## src/rtl/deferred_report_sched.sv

```systemverilog
// Round-robin collector for deferred-assertion failure reports.
// Records wait in a circular buffer until settle matures or flush discards them.
module deferred_report_sched #(
  parameter int N_REQ = 4,
  parameter int ID_W  = 8,
  parameter int DEPTH = 8
) (
  input  logic                       clk,
  input  logic                       rst,
  input  logic [N_REQ-1:0]           req_valid,
  input  logic [N_REQ*ID_W-1:0]      req_id,
  output logic [N_REQ-1:0]           req_ready,
  input  logic                       flush,
  input  logic                       settle,
  output logic                       rpt_valid,
  input  logic                       rpt_ready,
  output logic [ID_W-1:0]            rpt_id,
  output logic [$clog2(N_REQ)-1:0]   rpt_src,
  output logic [$clog2(DEPTH):0]     pend_cnt,
  output logic [15:0]                flushed_cnt
);

  localparam int SRC_W = $clog2(N_REQ);
  localparam int AW    = $clog2(DEPTH);
  localparam int PW    = AW + 1;
  localparam int ENT_W = SRC_W + ID_W;

  logic [PW-1:0]    wr_ptr;
  logic [PW-1:0]    mat_ptr;
  logic [PW-1:0]    rd_ptr;
  logic [SRC_W-1:0] last_grant;
  logic [ENT_W-1:0] mem [DEPTH];

  logic [ID_W-1:0]  ids [N_REQ];
  logic [PW-1:0]    occ;
  logic             full;
  logic             found;
  logic [SRC_W-1:0] gnt_idx;
  logic [SRC_W:0]   cand;
  logic             accept;
  logic             drain;
  logic [16:0]      fsum;

  for (genvar i = 0; i < N_REQ; i++) begin : g_ids
    assign ids[i] = req_id[i*ID_W +: ID_W];
  end

  assign occ  = wr_ptr - rd_ptr;
  assign full = (occ == PW'(DEPTH));

  // First valid requester strictly after last_grant, wrapping.
  always_comb begin
    found   = 1'b0;
    gnt_idx = last_grant;
    cand    = '0;
    for (int k = 1; k <= N_REQ; k++) begin
      cand = {1'b0, last_grant} + (SRC_W+1)'(k);
      if (cand >= (SRC_W+1)'(N_REQ))
        cand = cand - (SRC_W+1)'(N_REQ);
      if (!found && req_valid[cand[SRC_W-1:0]]) begin
        found   = 1'b1;
        gnt_idx = cand[SRC_W-1:0];
      end
    end
  end

  always_comb begin
    req_ready = '0;
    if (found && !full && !flush)
      req_ready[gnt_idx] = 1'b1;
  end

  assign accept    = |(req_valid & req_ready);
  assign rpt_valid = (rd_ptr != mat_ptr);
  assign drain     = rpt_valid & rpt_ready;
  assign {rpt_src, rpt_id} = mem[rd_ptr[AW-1:0]];
  assign pend_cnt  = wr_ptr - mat_ptr;
  assign fsum      = {1'b0, flushed_cnt} + 17'(pend_cnt);

  always_ff @(posedge clk) begin
    if (accept)
      mem[wr_ptr[AW-1:0]] <= {gnt_idx, ids[gnt_idx]};
  end

  always_ff @(posedge clk) begin
    if (rst) begin
      wr_ptr      <= '0;
      mat_ptr     <= '0;
      rd_ptr      <= '0;
      last_grant  <= SRC_W'(N_REQ-1);
      flushed_cnt <= '0;
    end else begin
      if (flush) begin
        wr_ptr      <= mat_ptr;
        flushed_cnt <= fsum[16] ? 16'hFFFF : fsum[15:0];
      end else begin
        if (settle)
          mat_ptr <= wr_ptr;
        if (accept) begin
          wr_ptr     <= wr_ptr + PW'(1);
          last_grant <= gnt_idx;
        end
      end
      if (drain)
        rd_ptr <= rd_ptr + PW'(1);
    end
  end

endmodule

```

## config.mk

```make
export PLATFORM = sky130hd
export DESIGN_NAME = deferred_report_sched
export DESIGN_NICKNAME = d
export VERILOG_FILES = /design/src/rtl/deferred_report_sched.sv
export SDC_FILE = /design/constraint.sdc
export NUM_CORES = 1
export LEC_CHECK = 0
export BUFFER_PORTS_ARGS = -buffer_cell sky130_fd_sc_hd__clkbuf_2
export CORE_ASPECT_RATIO = 1.2
export CORE_MARGIN = 10
export CORE_UTILIZATION = 25
export DETAILED_ROUTE_END_ITERATION = 8
export GPL_TIMING_DRIVEN = 0
export PLACE_DENSITY = 0.4
export SYNTH_ARGS = -nofsm -noshare
export SYNTH_HDL_FRONTEND = slang
export SYNTH_SLANG_ARGS = --single-unit
```

## constraint.sdc

```tcl
create_clock -name clk -period 6.72 [get_ports clk]
set_input_delay 0 -clock clk [delete_from_list [all_inputs] [get_ports clk]]
set_output_delay 0 -clock clk [all_outputs]
set_load 0.01 [all_outputs]
```

==> run summary, run 1 <==
• Final Instance Area: 0.00672 mm²
• global routing usage on met3: 0.0360
• number of nets in the layout: 545
• class of the most critical hold timing path: primary input to flip-flop
• remaining global-route overflow: 0
• maximum number of pins on one net before global-route repair: 18
• setup ws final: 2.99 ns
• maximum vdd ir drop: 0.000167 V
• result of the run: finished clean
• headroom to the max-slew limit: 0.227
• effective utilization at floorplan: 0.253
• clock network latency to the later pin of the worst-skew pair: 0.41 ns
• cell area after synthesis: 0.00529 mm²
• source of the worst register-to-register timing path: wr_ptr[0]
• most common flop cell mapped by yosys: edfxtp_1
• count of vias placed by the detailed router: 3556
• Die W: 153 µm
• Starting DRT DRC Count: 151
• number of maximum-capacitance constraint violations: 0
• Final min period: 3.73 ns
• crit-path max FO: 10
• final setup fails: 0
• worst setup slack for register-to-register paths: 2.99 ns
• routed wire length: 14000 µm
• Std-Cell Core Area: 0.0209 mm²
• final instance count without filler cells: 772
• CTS tree: yes
• Hold Path Stages: 2
• drt wl/cell: 18.1 µm
• Mapped Nets: 444
• critical path type: flip-flop to flip-flop
• signal arrival time at the worst endpoint: 3.76 ns
• flip-flop and latch count after synthesis: 113
• Netlist cell types: 47
• Final Cycle Share: 0.556
• total global-route track usage: 0.106
• global-route wire length before repair: 22300 µm
• total setup buffers inserted after CTS: 0
• clock transition at the registers of the reported paths: 0.05 ns
• routability-driven placement congestion ratio: 0.799
• power density cells: 305 mW/mm²
• number of synthesized flops with an enable pin: 80
• Peak Freq: 0.268 GHz
• total CTS buffers: 17
• CTS Hold Bufs: 1
• number of H-tree branching levels: 4
• minimum hold slack: 0.102 ns
• average instance area after synthesis: 13.6 µm²
• setup repair after global routing missed its margin: no
• Final Slew Violations: 0
• instance count after placement with tap cells included: 740
• cell count of the worst reg-to-reg path: 8
• final hold vios: 0
• standard-cell row count: 58
• number of buffers between clock root and the deepest sink: 2
• Final HPWL DP: 10100 µm
• startpoint of the tightest hold check path: rst
• fraction of the yosys area taken by sequential cells: 0.579
• vias in the first global route: 3881
• final antenna-violating net count: 0
• via count normalized by instance count: 4.61
• number of cells upsized or downsized after cts: 0
• die outline area: 0.0274 mm²
• antenna violations before repair: 0
• final clock skew: 0.00750 ns
• fraction of layout instances using a drive strength above 1: 0.321
• Synth-to-Final Area Change: 27.0%
• type of element capturing the critical path: flip-flop
• cell types with the highest counts after synthesis: edfxtp_1 (80), dfxtp_1 (33), mux2i_1 (29)
• Core Util, Final: 0.321
• worst flop-to-flop path endpoint: mem[7][3]
• Startpoint Class: flip-flop
• number of antenna repair diodes: 0
• number of buffers added on ports: 74
• top cells by area, synth: edfxtp_1 (45%), dfxtp_1 (12%), mux4_2 (8.5%), mux2i_1 (5.5%), ha_1 (2.8%)
• total negative setup slack: 0 ns
• most instantiated library cell after synthesis: edfxtp_1
• required time at the worst-slack endpoint: 6.74 ns
• met2 Track Usage GR: 0.179
• most crowded layer after global routing: met2
• Root Driver: clkbuf_16
• DRC violation count after routing: 0
• Worst-Margin Slew: 1.16 ns
• Leak: 2.49 nW
• total placed instance area: 0.00611 mm²
• dominant cell type by area after synthesis: edfxtp_1
• Pwr Total: 2.05 mW
• die height: 179 µm
• I/O pin total: 76
• worst slack, placed: 2.92 ns
• YS warnings: 0
• instance count of the mapped netlist: 389
• Worst Hold Path EP: flushed_cnt[15]
• top cell type's share of synthesized area: 0.454
• GR Util met1: 0.122
• DRT Pass-1 Iters: 4
• Synth async-reset ratio: 0
• Clock Sinks: 113
[final cells by class]
type	count	area [µm²]
buffer	20	88.8
inverter	18	67.6
timing repair buffer	82	452
fill	2139	14200
clock buffer	18	429
sequential	113	3060
clock inverter	13	169
multi-input combinational	238	2110
tap	270	338
[layer usage]
| layer | wire [µm] | vias up | share of wire |
|---|---|---|---|
| li1 | - | 1702 | - |
| met1 | 6130 | 1744 | 0.44 |
| met2 | 6880 | 92 | 0.49 |
| met3 | 743 | 18 | 0.053 |
| met4 | 227 | 0 | 0.016 |
| met5 | 0 | - | 0 |
[flip-flops by register name (all words and copies together) (netlist names), named ones only]
name	cells
wr_ptr	4
mat_ptr	4
flushed_cnt	16
last_grant	2
rd_ptr	4
mem	80
[worst max-delay path, stage by stage, from the launching register on]
cell      delay (ns)
dfxtp_1         0.33
clkbuf_1        0.42
inv_1           0.29
ha_1            0.29
nand3b_1        0.22
and3_4          0.19
o211ai_1        0.38
nand3_1         0.27
nor2_1          0.96
[report_power, final]
part	internal [mW]	total [mW]	switching, mW
Clock	0.611	0.918	0.307
Combinational	0.129	0.311	0.181
Sequential	0.807	0.820	0.0132
[kinds of logic after synthesis]
| family | after synthesis | share of synthesized area |
|---|---|---|
| and+or+nand+nor | 84 | 0.0852 |
| adders and majority gates | 14 | 0.0360 |
| muxes | 60 | 0.164 |
| AOI/OAI and AO/OA | 65 | 0.0814 |
| DFF | 113 | 0.579 |
| buffers and inverters | 38 | 0.0296 |
| xor gates and xnor gates | 15 | 0.0249 |
[worst max-delay path by stage]
stage	slack (ns)	startpoint	to
5_1_grt	2.65	wr_ptr[0]	mem[7][5]
6_report	2.99	wr_ptr[0]	mem[7][3]
3_3_place_gp	1.89	wr_ptr[0]	mem[0][2]
4_1_cts	2.90	wr_ptr[0]	mem[7][5]
2_1_floorplan	3.54	wr_ptr[0]	mem[0][0]
3_5_place_dp	2.92	wr_ptr[0]	mem[7][2]
[placed cells by master, fill, tap and decap left out, drive strengths merged, types with 4 or more instances in the layout]
| cell | Yosys | routed |
|---|---|---|
| nand3 | 7 | 7 |
| xnor2 | 11 | 11 |
| nor2 | 21 | 21 |
| dfxtp | 33 | 33 |
| edfxtp | 80 | 80 |
| clkinv | 0 | 9 |
| buf | 12 | 19 |
| bufinv | 0 | 4 |
| inv | 18 | 18 |
| a311oi | 7 | 7 |
| xor2 | 4 | 4 |
| nand2b | 4 | 4 |
| and3 | 9 | 9 |
| o21ai | 9 | 9 |
| a21boi | 4 | 4 |
| a31oi | 6 | 6 |
| mux4 | 20 | 20 |
| mux2 | 11 | 11 |
| nor3 | 10 | 10 |
| nor4 | 4 | 4 |
| ha | 12 | 12 |
| a21oi | 22 | 22 |
| mux2i | 29 | 29 |
| nand2 | 12 | 12 |
| a211oi | 5 | 5 |
| nor2b | 4 | 4 |
| clkbuf | 8 | 100 |
Power figures use the tool's default switching activity.
==> run 2, diff against run 1 <==
==> constraint.sdc (replaced) <==
create_clock -name clk -period 3.5 [get_ports clk]
set_input_delay 0 -clock clk [delete_from_list [all_inputs] [get_ports clk]]
set_output_delay 0 -clock clk [all_outputs]
set_load 0.01 [all_outputs]
==> run 2 against run 1 <==
- wire length increased by 0.36%
- register-to-register slack worse by 2.8 ns
- worst setup slack got worse by 2.8 ns
- worst hold slack improved by 0.010 ns
- non-clock buffer count rose by 6
- first-iteration DRC count is 4.0% lower
- clock power up 92%
- cell count up 0.78%
- count of clock-buffer cells in the layout did not move
- combinational power up 98%
- critical path type unchanged
- highest routed layer unchanged
==> run summary, run 2 (synthesis gave the netlist of run 1 again) <==
• global routing usage on met3: 0.0360
• portion of total power attributed to the clock network: 0.446
• headroom to the max-slew limit: 0.450
• routability-driven placement congestion ratio: 0.799
• total CTS buffers: 17
• die outline area: 0.0274 mm²
• DRC violation count after routing: 0
• top library cells by usage in the layout, fill and taps aside: edfxtp_1 (80), clkbuf_2 (75), dfxtp_1 (33)
• fraction of layout instances using a drive strength above 1: 0.337
• total global-route track usage: 0.106
• net switching power figure: 0.967 mW
• clock network latency to the later pin of the worst-skew pair: 0.41 ns
• Final Cycle Share: 0.935
• Final HPWL DP: 10100 µm
• met2 Track Usage GR: 0.180
• maximum number of pins on one net before global-route repair: 18
• crit-path max FO: 10
• worst flop-to-flop path endpoint: flushed_cnt[11]
• Core Util, Final: 0.326
• source of the worst register-to-register timing path: wr_ptr[0]
• Synth-to-Final Area Change: 28.8%
• cell count of the worst reg-to-reg path: 13
• Hold Path Stages: 5
• setup ws final: 0.229 ns
• final instance count without filler cells: 778
• power density cells: 580 mW/mm²
• filler instances: 2138
• Peak Freq: 0.306 GHz
• number of buffers added on ports: 74
• Largest register FFs: 80
• remaining global-route overflow: 0
• startpoint of the tightest hold check path: flush
• routed wire length: 14000 µm
• Leak: 2.52 nW
• setup repair after global routing missed its margin: yes
• proportion of power drawn by combinational gates: 0.156
• Startpoint Class: flip-flop
• required time at the worst-slack endpoint: 3.82 ns
• maximum vdd ir drop: 0.000312 V
• via count normalized by instance count: 4.59
• number of H-tree branching levels: 4
• antenna violations before repair: 0
• count of vias placed by the detailed router: 3570
• DRT Pass-1 Iters: 4
• Switching Fraction: 0.245
• Final Slew Violations: 0
• instance count after placement with tap cells included: 740
• Clock Sinks: 113
• final antenna-violating net count: 0
• drt wl/cell: 18.0 µm
• number of maximum-capacitance constraint violations: 0
• GR Util met1: 0.122
• vias in the first global route: 3899
• most crowded layer after global routing: met2
• most frequent standard cell in the layout excluding fill and tap cells: edfxtp_1
• number of antenna repair diodes: 0
• final hold vios: 0
• worst setup slack for register-to-register paths: 0.23 ns
• Root Driver: clkbuf_16
• worst slack, placed: -0.300 ns
• final setup fails: 0
• global-route wire length before repair: 22300 µm
• Worst Hold Path EP: mat_ptr[0]
• I/O pin total: 76
• standard-cell row count: 58
• Std-Cell Core Area: 0.0209 mm²
• Starting DRT DRC Count: 145
• signal arrival time at the worst endpoint: 3.59 ns
• internal power consumption: 2.98 mW
• sequential share of power: 0.399
• effective utilization at floorplan: 0.253
• critical path type: flip-flop to flip-flop
• Worst-Margin Slew: 0.825 ns
• CTS tree: yes
• number of nets in the layout: 551
• class of the most critical hold timing path: primary input to flip-flop
• Die W: 153 µm
• clock transition at the registers of the reported paths: 0.05 ns
• type of element capturing the critical path: flip-flop
• die height: 179 µm
• Final min period: 3.27 ns
• Pwr Total: 3.95 mW
• result of the run: finished clean
• number of buffers between clock root and the deepest sink: 2
• final clock skew: 0.00746 ns
[run 2: per-layer routing]
metal | vias up | part of all wire
met5 | - | 0
met4 | 0 | 0.014
met3 | 15 | 0.052
met2 | 85 | 0.50
met1 | 1753 | 0.44
li1 | 1717 | -
[run 2: worst max-delay path, stage by stage (launching register included)]
cell and delay (ns):
dfxtp_1 0.31, clkbuf_2 0.24, clkinvlp_4 0.18, ha_1 0.16, inv_1 0.06, fa_1 0.55
inv_1 0.08, fa_1 0.44, nor2b_1 0.12, o21ai_0 0.14, a21oi_2 0.18, clkbuf_4 0.23
nand2_1 0.17, a311oi_1 0.31
[run 2: area by class of cell]
type / count / area, µm² / share of cell area
Timing Repair Buffer: 88 / 509 / 0.0748
Multi-Input combinational cell: 238 / 2140 / 0.314
Tap cell: 270 / 338 / 0.0496
Clock inverter: 13 / 169 / 0.0248
Sequential cell: 113 / 3060 / 0.450
Clock buffer: 18 / 429 / 0.0630
Buffer: 20 / 92.6 / 0.0136
Inverter: 18 / 71.3 / 0.0105
[run 2: power groups by stage]
| stage | registers [mW] | clock network (mW) | logic (mW) |
|---|---|---|---|
| after floorplan | 1.60 | 0 | 0.391 |
| after global placement | 1.60 | 0 | 0.588 |
| after detailed placement | 1.60 | 0 | 0.614 |
| after CTS | 1.58 | 1.80 | 0.632 |
| after global routing | 1.58 | 1.86 | 0.690 |
| final | 1.57 | 1.76 | 0.615 |
[run 2: how the worst max path moves through the flow]
stage | startpoint | end | slack (ns)
after global placement | wr_ptr[0] | mem[0][2] | -1.33
after global routing | wr_ptr[0] | mem[6][3] | -0.05
final | wr_ptr[0] | flushed_cnt[11] | 0.23
after floorplan | wr_ptr[0] | mem[0][0] | 0.32
after CTS | wr_ptr[0] | flushed_cnt[11] | 0.04
after detailed placement | wr_ptr[0] | mem[7][2] | -0.30
[run 2: stage by stage]
stage | TNS, ns | instance area [µm²] | hold WS [ns]
floorplan | 0 | 5290 | 0.217
global placement | -57.20 | 5990 | 0.354
detailed placement | -7.66 | 6110 | 0.362
CTS | 0 | 6780 | 0.0916
global route | -0.292 | 6810 | 0.158
finish | 0 | 6810 | 0.113
[run 2: timing repair]
item,CTS,global route
gates cloned,0,0
pin swaps,2,2
hold buffers,1,0
buffers inserted,2,4
setup endpoints to repair,46,39
resized for setup,7,2
endpoints found under the hold margin,4,0
